**src/rtl/idct_pkg.sv**
```systemverilog
// Shared constants and types for the 4-point IDCT row stage and its feeders.
package idct_pkg;

  localparam int IDCT_DW      = 16;
  localparam int IDCT_NPT     = 4;
  localparam int IDCT_ROW_LAT = 3;

  typedef logic signed [IDCT_DW-1:0] coef_t;

  typedef enum logic [1:0] {
    BOOT_HOLD = 2'd0,
    BOOT_WARM = 2'd1,
    BOOT_RUN  = 2'd2
  } boot_state_t;

endpackage

```
**src/rtl/idct_delay_line.sv**
```systemverilog
// Fixed-depth shift register; every stage clears to zero on async reset.
module idct_delay_line #(
  parameter int W     = 1,
  parameter int DEPTH = 1
) (
  input  logic         clk,
  input  logic         rst_n,
  input  logic [W-1:0] din,
  output logic [W-1:0] dout
);

  logic [W-1:0] stage_q [DEPTH];

  always_ff @(posedge clk or negedge rst_n) begin
    if (!rst_n) begin
      for (int i = 0; i < DEPTH; i++) stage_q[i] <= '0;
    end else begin
      stage_q[0] <= din;
      for (int i = 1; i < DEPTH; i++) stage_q[i] <= stage_q[i-1];
    end
  end

  assign dout = stage_q[DEPTH-1];

endmodule

```
**src/rtl/idct_skew_feeder.sv**
```systemverilog
// Collects serial coefficients in groups of four and launches them onto skewed
// row-stage lanes, with a valid/tag pulse aligned to the row-stage result.
//
//  state     | meaning
//  BOOT_HOLD | first edge after reset release, not ready
//  BOOT_WARM | second edge pending, s_ready rises on it
//  BOOT_RUN  | accepting coefficients
module idct_skew_feeder
  import idct_pkg::*;
#(
  parameter int DW    = IDCT_DW,
  parameter int TAG_W = 8
) (
  input  logic             clk,
  input  logic             reset,
  input  logic             clr,
  input  logic             s_valid,
  output logic             s_ready,
  input  logic [DW-1:0]    s_data,
  output logic [DW-1:0]    d_in_1,
  output logic [DW-1:0]    d_in_2,
  output logic [DW-1:0]    d_in_3,
  output logic [DW-1:0]    d_in_4,
  output logic [3:0]       lane_vld,
  output logic             out_valid,
  output logic [TAG_W-1:0] out_tag
);

  localparam int CNT_W = $clog2(IDCT_NPT);

  boot_state_t state_q, state_d;
  logic        ready_d;

  logic [CNT_W-1:0] cnt_q;
  logic [DW-1:0]    coll_q [IDCT_NPT];
  logic [TAG_W-1:0] tag_q;

  logic             lch_vld_q;
  logic [TAG_W-1:0] lch_tag_q;
  logic [DW-1:0]    lch_data_q [IDCT_NPT];

  logic [DW:0]      lane_q [IDCT_NPT];
  logic [TAG_W:0]   out_pipe;

  logic accept;
  logic take;
  logic launch;

  always_ff @(posedge clk or negedge reset) begin
    if (!reset) begin
      state_q <= BOOT_HOLD;
      s_ready <= 1'b0;
    end else begin
      state_q <= state_d;
      s_ready <= ready_d;
    end
  end

  always_comb begin
    state_d = state_q;
    ready_d = 1'b0;
    case (state_q)
      BOOT_HOLD: state_d = BOOT_WARM;
      BOOT_WARM: begin
        state_d = BOOT_RUN;
        ready_d = 1'b1;
      end
      BOOT_RUN:  ready_d = 1'b1;
      default:   state_d = BOOT_HOLD;
    endcase
  end

  // clr wins over a coincident accept: the word is dropped and no launch occurs.
  assign accept = s_valid & s_ready;
  assign take   = accept & ~clr;
  assign launch = take & (cnt_q == CNT_W'(IDCT_NPT - 1));

  always_ff @(posedge clk or negedge reset) begin
    if (!reset) begin
      cnt_q <= '0;
      for (int k = 0; k < IDCT_NPT; k++) coll_q[k] <= '0;
    end else if (clr) begin
      cnt_q <= '0;
      for (int k = 0; k < IDCT_NPT; k++) coll_q[k] <= '0;
    end else if (accept) begin
      coll_q[cnt_q] <= s_data;
      cnt_q         <= cnt_q + CNT_W'(1);
    end
  end

  always_ff @(posedge clk or negedge reset) begin
    if (!reset) begin
      tag_q <= '0;
    end else if (launch) begin
      tag_q <= tag_q + TAG_W'(1);
    end
  end

  // Launch register holds the whole vector for one cycle; idle cycles load zeros
  // so the lanes behind it shift clean zeros to the accumulators.
  always_ff @(posedge clk or negedge reset) begin
    if (!reset) begin
      lch_vld_q <= 1'b0;
      lch_tag_q <= '0;
      for (int k = 0; k < IDCT_NPT; k++) lch_data_q[k] <= '0;
    end else begin
      lch_vld_q <= launch;
      lch_tag_q <= launch ? tag_q : '0;
      for (int k = 0; k < IDCT_NPT - 1; k++) lch_data_q[k] <= launch ? coll_q[k] : '0;
      lch_data_q[IDCT_NPT-1] <= launch ? s_data : '0;
    end
  end

  assign lane_q[0] = {lch_vld_q, lch_data_q[0]};

  for (genvar g = 1; g < IDCT_NPT; g++) begin : g_lane
    idct_delay_line #(
      .W     (DW + 1),
      .DEPTH (g)
    ) u_lane_dly (
      .clk   (clk),
      .rst_n (reset),
      .din   ({lch_vld_q, lch_data_q[g]}),
      .dout  (lane_q[g])
    );
  end

  idct_delay_line #(
    .W     (TAG_W + 1),
    .DEPTH (IDCT_ROW_LAT)
  ) u_out_pipe (
    .clk   (clk),
    .rst_n (reset),
    .din   ({lch_vld_q, lch_tag_q}),
    .dout  (out_pipe)
  );

  assign d_in_1   = lane_q[0][DW-1:0];
  assign d_in_2   = lane_q[1][DW-1:0];
  assign d_in_3   = lane_q[2][DW-1:0];
  assign d_in_4   = lane_q[3][DW-1:0];
  assign lane_vld = {lane_q[3][DW], lane_q[2][DW], lane_q[1][DW], lane_q[0][DW]};

  assign out_valid = out_pipe[TAG_W];
  assign out_tag   = out_pipe[TAG_W-1:0];

endmodule

```
**config.mk**
```make
export PLATFORM = sky130hd
export DESIGN_NAME = idct_skew_feeder
export DESIGN_NICKNAME = d
export VERILOG_FILES = /design/src/rtl/idct_pkg.sv /design/src/rtl/idct_delay_line.sv /design/src/rtl/idct_skew_feeder.sv
export SDC_FILE = /design/constraint.sdc
export NUM_CORES = 1
export LEC_CHECK = 0
export CAP_MARGIN = 30
export CORE_UTILIZATION = 40
export DETAILED_ROUTE_END_ITERATION = 10
export GPL_ROUTABILITY_DRIVEN = 0
export PLACE_DENSITY = 0.68
export SYNTH_ARGS = -nofsm -noshare
export SYNTH_HDL_FRONTEND = slang
export SYNTH_SLANG_ARGS = --single-unit
```
**constraint.sdc**
```tcl
create_clock -name clk -period 2.8 [get_ports clk]
set_clock_uncertainty 0.05 [all_clocks]
set_input_delay 0.28 -clock clk [delete_from_list [all_inputs] [get_ports clk]]
set_output_delay 0.28 -clock clk [all_outputs]
set_load 0.03 [all_outputs]
```
==> impl_metrics.env <==
export IMPL_vias=4092
export IMPL_wl_per_cell_um=14.8
export IMPL_fill_cells=1717
export IMPL_final_hold_viol_count=0
export IMPL_crit_arrival_ns=1.74
export IMPL_areaGrowthSynthToFinish_pct=21.5
export IMPL_hp_class="input pin to asynchronous set/reset pin"
export IMPL_clockRootBuffer="clkbuf_16"
export IMPL_reg2reg_to="coll_q[49]$_DFFE_PN0P_"
export IMPL_grt_max_degree=101
export IMPL_layout_drive_gt1_share=0.0773
export IMPL_drtIter0Drc=224
export IMPL_setup_viol=0
export IMPL_synthCells=587
export IMPL_clkTransAtPathRegs_ns=0.06
export IMPL_start_util=0.408
export IMPL_mappedNetlistNets=615
export IMPL_critPathLaunchType="flop"
export IMPL_p_leak_nw=4.89
export IMPL_drt_pass1_iter_count=4
export IMPL_critical_path_max_fanout=10
export IMPL_yosysUniqueCellTypes=21
export IMPL_syn_area_mm2=0.00829
export IMPL_viasPerCell=4.40
export IMPL_post_route_util=0.496
export IMPL_critical_path_endpoint_type="primary output"
export IMPL_dieHeight_um=146
export IMPL_drc=0
export IMPL_cp_buffers_inverters=1
export IMPL_hpwl_mm=8.70
export IMPL_row_count=52
export IMPL_ir_drop_mv=0.337
export IMPL_setup_tns_ns=0
export IMPL_ys_ff_latch=257
export IMPL_post_cts_resize_count=0
export IMPL_rsz0062_at_grt="false"
export IMPL_numCtsBuffers=24
export IMPL_core_region_area_mm2=0.0203
export IMPL_routed_wl_mm=13.8
export IMPL_r2r_start="cnt_q[0]$_DFFE_PN0P_"
export IMPL_clock_fmax_mhz=482
export IMPL_cts_sinks=257
export IMPL_die_w_um=146
export IMPL_antenna_found_initial=0
export IMPL_cts_tree="done"
export IMPL_final_cell_mix="dfrtp_1 (257), nand2_1 (99), clkdlybuf4s50_1 (95)"
export IMPL_die_area_mm2=0.0213
export IMPL_status="complete, no violations"
export IMPL_fin_nets=674
export IMPL_criticalPathCategory="flop to primary output"
export IMPL_path_cells="clkdlybuf4s50_1"
export IMPL_grt_total_usage=0.136
export IMPL_critPathRequiredTime_ns=2.47
export IMPL_drv_slew=0
export IMPL_yosys_warnings=0
export IMPL_timing_final_crit_share=0.741
export IMPL_fin_crit_ns=2.07
export IMPL_avgSynthCellArea_um2=14.1
export IMPL_grt_pass1_wl_mm=22.7
export IMPL_io_pins=98
export IMPL_htree_levels=1
export IMPL_cts_buffer_depth=3
export IMPL_diodes=0
export IMPL_cp_slowest_cell="clkdlybuf4s50_1"
export IMPL_insertion_delay_ns=0.50
export IMPL_synth_yosys_seq_area_share=0.776
export IMPL_path_delay_family="buffers and inverters"
export IMPL_slowest_delay_ns=0.75
export IMPL_overflow=0
export IMPL_cap_violations=0
export IMPL_ff2ff_path_depth=5
export IMPL_route_antenna_remaining_nets=0
export IMPL_rrSetupSlack_ns=1.04
export IMPL_grt_pass1_vias=4325
export IMPL_port_buffers=97
export IMPL_relSlewSlack=0.515
export IMPL_worst_slew_pin_slew_ns=0.726
export IMPL_powerDensity_mw_per_mm2=746
export IMPL_layout_commonest_cell="dfrtp_1"
==> registers in the layout, indices dropped and copies added (netlist names) <==
name                       count
u_out_pipe.stage_q            16
lch_vld_q                      1
state_q                        2
g_lane.u_lane_dly.stage_q     48
tag_q                          8
lch_tag_q                      8
s_ready                        1
g_lane.u_lane_dly.dout        51
u_out_pipe.dout                8
d_in_1                        16
coll_q                        48
lch_data_q                    48
cnt_q                          2
==> through the flow <==
stage | instances | hold WS [ns] | total power [mW] | worst slack [ns] | instance area, µm²
finish | 930 | 0.275 | 7.52 | 0.726 | 10100
global route | 930 | 0.295 | 7.80 | 0.596 | 10100
CTS | 930 | 0.259 | 7.62 | 0.690 | 10100
detailed placement | 889 | 0.200 | 4.11 | 0.651 | 9190
global placement | 889 | 0.192 | 4.09 | 0.758 | 9190
floorplan | 587 | -0.0656 | 3.95 | 1.25 | 8290
==> per-layer routing <==
metal  global-route usage  part of all wire  vias up
met5                    0                 0        -
met4               0.0532             0.020        0
met3               0.0295             0.049       21
met2                0.230              0.51       83
met1                0.172              0.42     2077
li1                     -                 -     1911
==> cell families after synthesis <==
logic type	after synthesis	share of synthesized area
XOR/XNOR	8	0.00845
multiplexers	3	0.00408
buffers and inverters	74	0.0584
flip-flops	257	0.776
AND/OR/NAND/NOR	188	0.112
adder cells (fa/ha/maj)	8	0.0121
AO/OA/AOI/OAI	49	0.0296
==> how the worst max path moves through the flow <==
stage	startpoint	to	slack, ns	cells after the start
final	s_ready$_DFF_PN0_	s_ready	0.73	1
after global routing	s_ready$_DFF_PN0_	s_ready	0.60	1
after CTS	s_ready$_DFF_PN0_	s_ready	0.69	1
after detailed placement	s_valid	d_in_1[9]$_DFF_PN0_	0.65	4
after global placement	s_valid	lch_data_q[21]$_DFF_PN0_	0.76	4
after floorplan	s_ready$_DFF_PN0_	tag_q[3]$_DFFE_PN0P_	1.25	6
==> power by group <==
part           switching [mW]  total (mW)  internal [mW]
Sequential             0.0307        3.79           3.76
Combinational           0.176       0.248         0.0715
Clock                    1.28        3.48           2.20
Total                    1.49        7.52           6.03
==> synthesized netlist by cell type <==
cell	instances	area (µm²)
nand3_1	6	30.0
and2_1	73	457
xor2_1	1	8.76
nand4_1	3	18.8
clkbuf_2	7	35.0
buf_4	44	330
nand2_1	99	372
buf_8	1	15.0
clkbuf_1	6	22.5
and4_1	1	8.76
mux2_2	3	33.8
and3_1	4	25.0
buf_2	11	55.1
and4b_1	1	10.0
nor2_1	1	3.75
dfrtp_1	257	6430
inv_1	4	15.0
xnor2_1	7	61.3
a21oi_1	49	245
ha_1	8	100
buf_6	1	11.3
==> what timing repair did <==
action                    CTS  global route
hold endpoints to repair   62             0
buffers inserted            0             0
hold buffers                1             0
==> final cells by class <==
cell class	count	area (µm²)	share of cell area
clock inverters	10	178	0.0176
multi-input cells	256	1380	0.136
inverters	4	15.0	0.00149
flip-flops and latches	257	6430	0.638
repair buffers	103	1040	0.104
clock buffers	30	694	0.0689
well taps	270	338	0.0335
Power figures use the tool's default switching activity.
